## config.mk

```make
export PLATFORM = sky130hd
export DESIGN_NAME = msg_schedule_gen
export DESIGN_NICKNAME = d
export VERILOG_FILES = /design/src/rtl/msg_schedule_gen.sv
export SDC_FILE = /design/constraint.sdc
export NUM_CORES = 1
export LEC_CHECK = 0
export CORE_MARGIN = 4
export CORE_UTILIZATION = 65
export DETAILED_ROUTE_END_ITERATION = 8
export GPL_TIMING_DRIVEN = 0
export MAX_ROUTING_LAYER = met4
export PLACE_DENSITY = 0.84
export SYNTH_ARGS = -nofsm -noshare
export SYNTH_HDL_FRONTEND = slang
export SYNTH_SLANG_ARGS = --single-unit
```

## constraint.sdc

```tcl
create_clock -name clk -period 13.4 [get_ports clk]
set_clock_uncertainty 0.05 [all_clocks]
set_input_delay 4.02 -clock clk [delete_from_list [all_inputs] [get_ports clk]]
set_output_delay 4.02 -clock clk [all_outputs]
set_load 0.05 [all_outputs]
```

## src/rtl/msg_schedule_gen.sv

```systemverilog
// msg_schedule_gen: SHA-2 message schedule generator.
// Takes one message block as 16 words over a ready/valid handshake and emits
// the schedule W0..W(ROUNDS-1), one registered word per cycle. Words 0..15
// pass straight through; words 16.. are expanded from a 16-word window.
// WORD_W=32/ROUNDS=64 covers SHA-224/256, WORD_W=64/ROUNDS=80 covers SHA-384/512.
// Optional macro MSG_SCHED_BACKPRESSURE_EN adds out_ready_i; without it the
// consumer is assumed always ready and the schedule free-runs.
// Ports:
//   clk, rst_n        clock, async active-low reset
//   abort_i           synchronous clear back to IDLE, drops the current block
//   in_data_i/valid_i message word input (W0 first); in_ready_o handshake
//   wt_o, wt_idx_o    schedule word Wt and its round index t
//   wt_valid_o        wt_o / wt_idx_o valid
//   block_done_o      pulse on the beat carrying t=ROUNDS-1
//   out_ready_i       consumer ready (MSG_SCHED_BACKPRESSURE_EN only)
module msg_schedule_gen #(
  parameter int unsigned WORD_W = 32,
  parameter int unsigned ROUNDS = 64,
  parameter int unsigned IDX_W  = 7
) (
  input  logic              clk,
  input  logic              rst_n,
  input  logic              abort_i,
  input  logic [WORD_W-1:0] in_data_i,
  input  logic              in_valid_i,
  output logic              in_ready_o,
  output logic [WORD_W-1:0] wt_o,
  output logic              wt_valid_o,
  output logic [IDX_W-1:0]  wt_idx_o,
  output logic              block_done_o
`ifdef MSG_SCHED_BACKPRESSURE_EN
  ,
  input  logic              out_ready_i
`endif
);

  // Reject unsupported configurations at elaboration.
  if (!((WORD_W == 32 && ROUNDS == 64) || (WORD_W == 64 && ROUNDS == 80))) begin : g_bad_cfg
    $error("msg_schedule_gen: illegal WORD_W/ROUNDS pairing");
  end
  if (ROUNDS > (1 << IDX_W)) begin : g_bad_idx
    $error("msg_schedule_gen: IDX_W too narrow for ROUNDS");
  end

  localparam bit          IS64    = (WORD_W == 64);
  localparam int unsigned S0_R1   = IS64 ? 1  : 7;
  localparam int unsigned S0_R2   = IS64 ? 8  : 18;
  localparam int unsigned S0_SH   = IS64 ? 7  : 3;
  localparam int unsigned S1_R1   = IS64 ? 19 : 17;
  localparam int unsigned S1_R2   = IS64 ? 61 : 19;
  localparam int unsigned S1_SH   = IS64 ? 6  : 10;
  localparam logic [IDX_W-1:0] LOAD_LAST = IDX_W'(15);
  localparam logic [IDX_W-1:0] EXP_LAST  = IDX_W'(ROUNDS - 1);

  typedef enum logic [1:0] {S_IDLE, S_LOAD, S_EXPAND} state_e;

  function automatic logic [WORD_W-1:0] rotr(input logic [WORD_W-1:0] x,
                                             input int unsigned n);
    return (x >> n) | (x << (WORD_W - n));
  endfunction

  function automatic logic [WORD_W-1:0] sigma0(input logic [WORD_W-1:0] x);
    return rotr(x, S0_R1) ^ rotr(x, S0_R2) ^ (x >> S0_SH);
  endfunction

  function automatic logic [WORD_W-1:0] sigma1(input logic [WORD_W-1:0] x);
    return rotr(x, S1_R1) ^ rotr(x, S1_R2) ^ (x >> S1_SH);
  endfunction

  state_e                        state_q, state_d;
  logic [15:0][WORD_W-1:0]       win_q, win_d;    // [0] is the newest word
  logic [IDX_W-1:0]              cnt_q, cnt_d;
  logic [WORD_W-1:0]             wt_q, wt_d;
  logic [IDX_W-1:0]              idx_q, idx_d;
  logic                          wt_valid_q, wt_valid_d;
  logic                          done_q, done_d;
  logic                          in_ready_q, in_ready_d;
  logic                          stall_c;
  logic [WORD_W-1:0]             exp_word_c;

  // A presented beat that the consumer has not taken freezes everything.
`ifdef MSG_SCHED_BACKPRESSURE_EN
  assign stall_c    = wt_valid_q & ~out_ready_i;
  assign in_ready_o = in_ready_q & ~stall_c;
`else
  assign stall_c    = 1'b0;
  assign in_ready_o = in_ready_q;
`endif

  // Wt = s1(W[t-2]) + W[t-7] + s0(W[t-15]) + W[t-16], modulo 2^WORD_W.
  assign exp_word_c = sigma1(win_q[1]) + win_q[6] + sigma0(win_q[14]) + win_q[15];

  // Next-state and output logic.
  always_comb begin
    state_d    = state_q;
    win_d      = win_q;
    cnt_d      = cnt_q;
    wt_d       = wt_q;
    idx_d      = idx_q;
    wt_valid_d = wt_valid_q;
    done_d     = done_q;
    in_ready_d = in_ready_q;

    if (abort_i) begin
      state_d    = S_IDLE;
      win_d      = '0;
      cnt_d      = '0;
      wt_valid_d = 1'b0;
      done_d     = 1'b0;
      in_ready_d = 1'b1;
    end else if (!stall_c) begin
      wt_valid_d = 1'b0;
      done_d     = 1'b0;
      unique case (state_q)
        S_IDLE, S_LOAD: begin
          if (in_valid_i && in_ready_q) begin
            win_d      = {win_q[14:0], in_data_i};
            wt_d       = in_data_i;
            wt_valid_d = 1'b1;
            if (state_q == S_IDLE) begin
              idx_d   = '0;
              cnt_d   = IDX_W'(1);
              state_d = S_LOAD;
            end else begin
              idx_d   = cnt_q;
              cnt_d   = cnt_q + IDX_W'(1);
              state_d = (cnt_q == LOAD_LAST) ? S_EXPAND : S_LOAD;
            end
          end
        end
        S_EXPAND: begin
          win_d      = {win_q[14:0], exp_word_c};
          wt_d       = exp_word_c;
          idx_d      = cnt_q;
          wt_valid_d = 1'b1;
          if (cnt_q == EXP_LAST) begin
            done_d  = 1'b1;
            cnt_d   = '0;
            state_d = S_IDLE;
          end else begin
            cnt_d = cnt_q + IDX_W'(1);
          end
        end
        default: state_d = S_IDLE;
      endcase
      in_ready_d = (state_d != S_EXPAND);
    end
  end

  // State and output registers.
  always_ff @(posedge clk or negedge rst_n) begin
    if (!rst_n) begin
      state_q    <= S_IDLE;
      win_q      <= '0;
      cnt_q      <= '0;
      wt_q       <= '0;
      idx_q      <= '0;
      wt_valid_q <= 1'b0;
      done_q     <= 1'b0;
      in_ready_q <= 1'b1;
    end else begin
      state_q    <= state_d;
      win_q      <= win_d;
      cnt_q      <= cnt_d;
      wt_q       <= wt_d;
      idx_q      <= idx_d;
      wt_valid_q <= wt_valid_d;
      done_q     <= done_d;
      in_ready_q <= in_ready_d;
    end
  end

  assign wt_o         = wt_q;
  assign wt_idx_o     = idx_q;
  assign wt_valid_o   = wt_valid_q;
  assign block_done_o = done_q;

endmodule

```

==> impl_metrics.py <==
metrics = {
    "yosys": {
        "syn_area_per_cell_um2": 12.4,
        "synth-edff-count": 0,
        "yosys_warnings": 0,
        "synth_seq_cells": 563,
        "ys_types": 63,
        "yosysSeqAreaShare": 0.574,
        "synth_area_mm2": 0.0245,
        "netlist_instances": 1983,
        "synthFlopType": "dfrtp_1",
        "synth_nets": 2113,
        "async_reset_ff_frac": 1.00,
    },
    "floorplan": {
        "core_area_mm2": 0.0370,
        "row_count": 70,
        "die_area_mm2": 0.0409,
        "start_util": 0.664,
        "fp.dieH_um": 202,
        "ios": 78,
        "die_w_um": 202,
    },
    "finish": {
        "drive_gt1_frac": 0.0555,
        "final_common_cell": "dfrtp_1",
        "syn2layout_area_growth_pct": 13.5,
        "fin_area_mm2": 0.0279,
        "final_cell_mix": "dfrtp_1, a22o_1, clkbuf_1",
        "final_nets": 2249,
        "fillers": 2427,
        "stdcell_count": 2665,
        "antennaDiodeCount": 0,
    },
    "setup_path": {
        "max_stage_delay_ns": 0.62,
        "crit_path_end_kind": "flop",
        "slowest_stage": "clkbuf_1",
        "path_max_fanout": 10,
        "path_class": "input pin to flop",
        "crit_family": "buffers and inverters",
        "crit_buf_inv": 5,
        "arrival_ns": 7.18,
        "cp-start-kind": "input pin",
        "cp_cell_sequence": "clkdlybuf4s50_1 -> nand2_1 -> o21ai_0 -> nand2b_1 -> clkinv_1 -> clkbuf_1 -> clkbuf_1 -> clkbuf_1 -> a22o_1",
        "crit_required_ns": 13.88,
        "crit_top_cell": "clkbuf_1",
    },
    "clock_network": {
        "cts_sinks": 563,
        "cts_setup_buffers": 0,
        "cts_buffers": 53,
        "clock_latency_ns": 0.62,
        "cts_buffer_depth": 3,
        "root_buffer": "clkbuf_16",
        "cts_tree": "built",
        "htree_levels": 2,
        "path_clk_slew_ns": 0.06,
        "cts_resized": 0,
        "hold_buffers": 0,
    },
    "global_route": {
        "grt_usage": 0.345,
        "overflow": 0,
        "grt_pass1_vias": 17384,
        "grt_max_degree": 129,
        "antenna_found_initial": 0,
        "grt_pass1_wl_um": 105000,
    },
    "drt": {
        "drt-total-wl_um": 67500,
        "wl_met3_um": 5380,
        "drt-pass1-iter-count": 7,
        "route.met2.wl_um": 31900,
        "highest_layer": "met4",
        "drtIter0Drc": 1593,
        "met1_length_um": 27200,
        "drc": 0,
        "vias_per_cell": 6.44,
        "routedWlPerCell_um": 25.3,
        "vias": 17169,
        "drtAntennaViolNets": 0,
    },
    "pwr": {
        "p_per_area_mw_per_mm2": 129,
        "vdd_drop_max_uv": 103,
        "power.leakage_nw": 13.7,
        "total_power_w": 0.00360,
    },
    "sta": {
        "setup_viol": 0,
        "rsz0062_at_grt": "false",
        "fin_crit_ns": 6.70,
        "worst-slew-pin-transition_ns": 0.941,
        "setup_slack_ns": 6.70,
        "hold_viol_final": 0,
        "slew-limit-headroom": 0.373,
        "fin_crit_sh": 0.500,
        "clock.fmax_mhz": 149,
        "slew_violations": 0,
    },
    "run": {
        "cap_violations": 0,
    },
    "run_status": {
        "status": "finished clean",
    },
    "placed_design": {
        "hpwl_um": 49600,
        "dp_slack_ns": 6.18,
        "gp_congestion": 1.00,
        "dp.cells": 2568,
        "placed_area_mm2": 0.0261,
        "port_buffers": 77,
    },
    "worst_hold_path": {
        "min_path_type": "flop to flop",
    },
}
==> state kept, by name, summed over array words and instances (netlist names) <==
name / cells
win_q: 512
wt_o: 32
cnt_q: 7
wt_idx_o: 7
state_q: 2
block_done_o: 1
in_ready_o: 1
wt_valid_o: 1
==> worst register-to-register path: stages, from the launching register on <==
cell       delay [ns]
dfrtp_1          0.32
clkbuf_1         0.42
xor2_1           0.28
xnor2_1          0.17
fa_1             0.47
fa_1             0.46
inv_1            0.08
ha_1             0.16
inv_1            0.07
fa_1             0.44
and2b_1          0.27
o2111ai_2        0.18
a2111oi_4        0.40
nor3_4           0.10
o31a_4           0.37
o311ai_4         0.28
a221oi_2         0.13
xnor2_1          0.32
o211ai_1         0.14
==> metrics by stage <==
step | hold WS (ns) | util | setup TNS [ns]
after global routing | 0.445 | 0.754 | 0
after global placement | 0.407 | 0.702 | -8278.03
after CTS | 0.430 | 0.754 | 0
after detailed placement | 0.405 | 0.705 | 0
after floorplan | 0.396 | - | 0
final | 0.426 | 0.754 | 0
==> where the power goes <==
group          internal, W  switching [W]
clock network     0.000893       0.000653
logic            0.0000892       0.000220
registers          0.00172      0.0000186
total              0.00271       0.000891
==> synthesized netlist by cell type, types with 5 or more instances <==
cell type,instances,area share
a22oi_1,10,0.0031
buf_2,5,0.0010
a221o_1,7,0.0029
o21ai_1,6,0.0012
and3_1,7,0.0018
buf_1,13,0.0020
xnor2_1,88,0.031
a22o_1,452,0.16
ha_1,32,0.016
fa_1,62,0.051
nor2_1,20,0.0031
a31oi_1,5,0.0013
inv_1,127,0.019
nand3_1,22,0.0045
a21oi_1,38,0.0078
o21ai_0,58,0.012
dfrtp_1,562,0.57
o31ai_1,5,0.0015
clkbuf_1,164,0.025
nand4_1,6,0.0015
a21o_1,49,0.015
xor2_1,57,0.020
nand2_1,120,0.018
==> routing by layer <==
| metal | track usage | vias up |
|---|---|---|
| met3 | 0.0626 | 191 |
| met1 | 0.464 | 8768 |
| met5 | - | - |
| li1 | - | 7325 |
| met2 | 0.534 | 885 |
| met4 | 0.132 | 0 |
==> final cells by class <==
type | count | area (um2) | share of cell area
buffer | 184 | 706 | 0.0253
inverter | 128 | 480 | 0.0172
sequential | 563 | 14100 | 0.506
timing repair buffer | 81 | 886 | 0.0318
multi-input combinational | 1108 | 9260 | 0.332
tap | 504 | 631 | 0.0226
clock buffer | 81 | 1620 | 0.0582
clock inverter | 16 | 184 | 0.00660
==> worst paths after layout <==
| check | start | cells past startpoint | slack [ns] | to |
|---|---|---|---|---|
| max in group asynchronous | rst_n | 3 | 8.31 | win_q[482]$_DFFE_PN0P_ |
| setup / recovery | in_valid_i | 9 | 6.70 | win_q[221]$_DFFE_PN0P_ |
| hold reg to reg | win_q[21]$_DFFE_PN0P_ | 2 | 0.43 | win_q[21]$_DFFE_PN0P_ |
| hold / removal | win_q[21]$_DFFE_PN0P_ | 2 | 0.43 | win_q[21]$_DFFE_PN0P_ |
| min in group asynchronous | rst_n | 1 | 3.38 | win_q[374]$_DFFE_PN0P_ |
| setup reg to reg | win_q[50]$_DFFE_PN0P_ | 18 | 8.15 | win_q[31]$_DFFE_PN0P_ |
==> cells by family after synthesis <==
logic type | after synthesis | synth area share
AOI/OAI and AO/OA | 664 | 0.221
DFF | 563 | 0.574
buffers and inverters | 312 | 0.0483
and+or+nand+nor | 203 | 0.0373
xor gates and xnor gates | 145 | 0.0518
adders and majority gates | 94 | 0.0669
muxes | 2 | 0.000816
No activity file was read; power rests on OpenSTA's default activity.
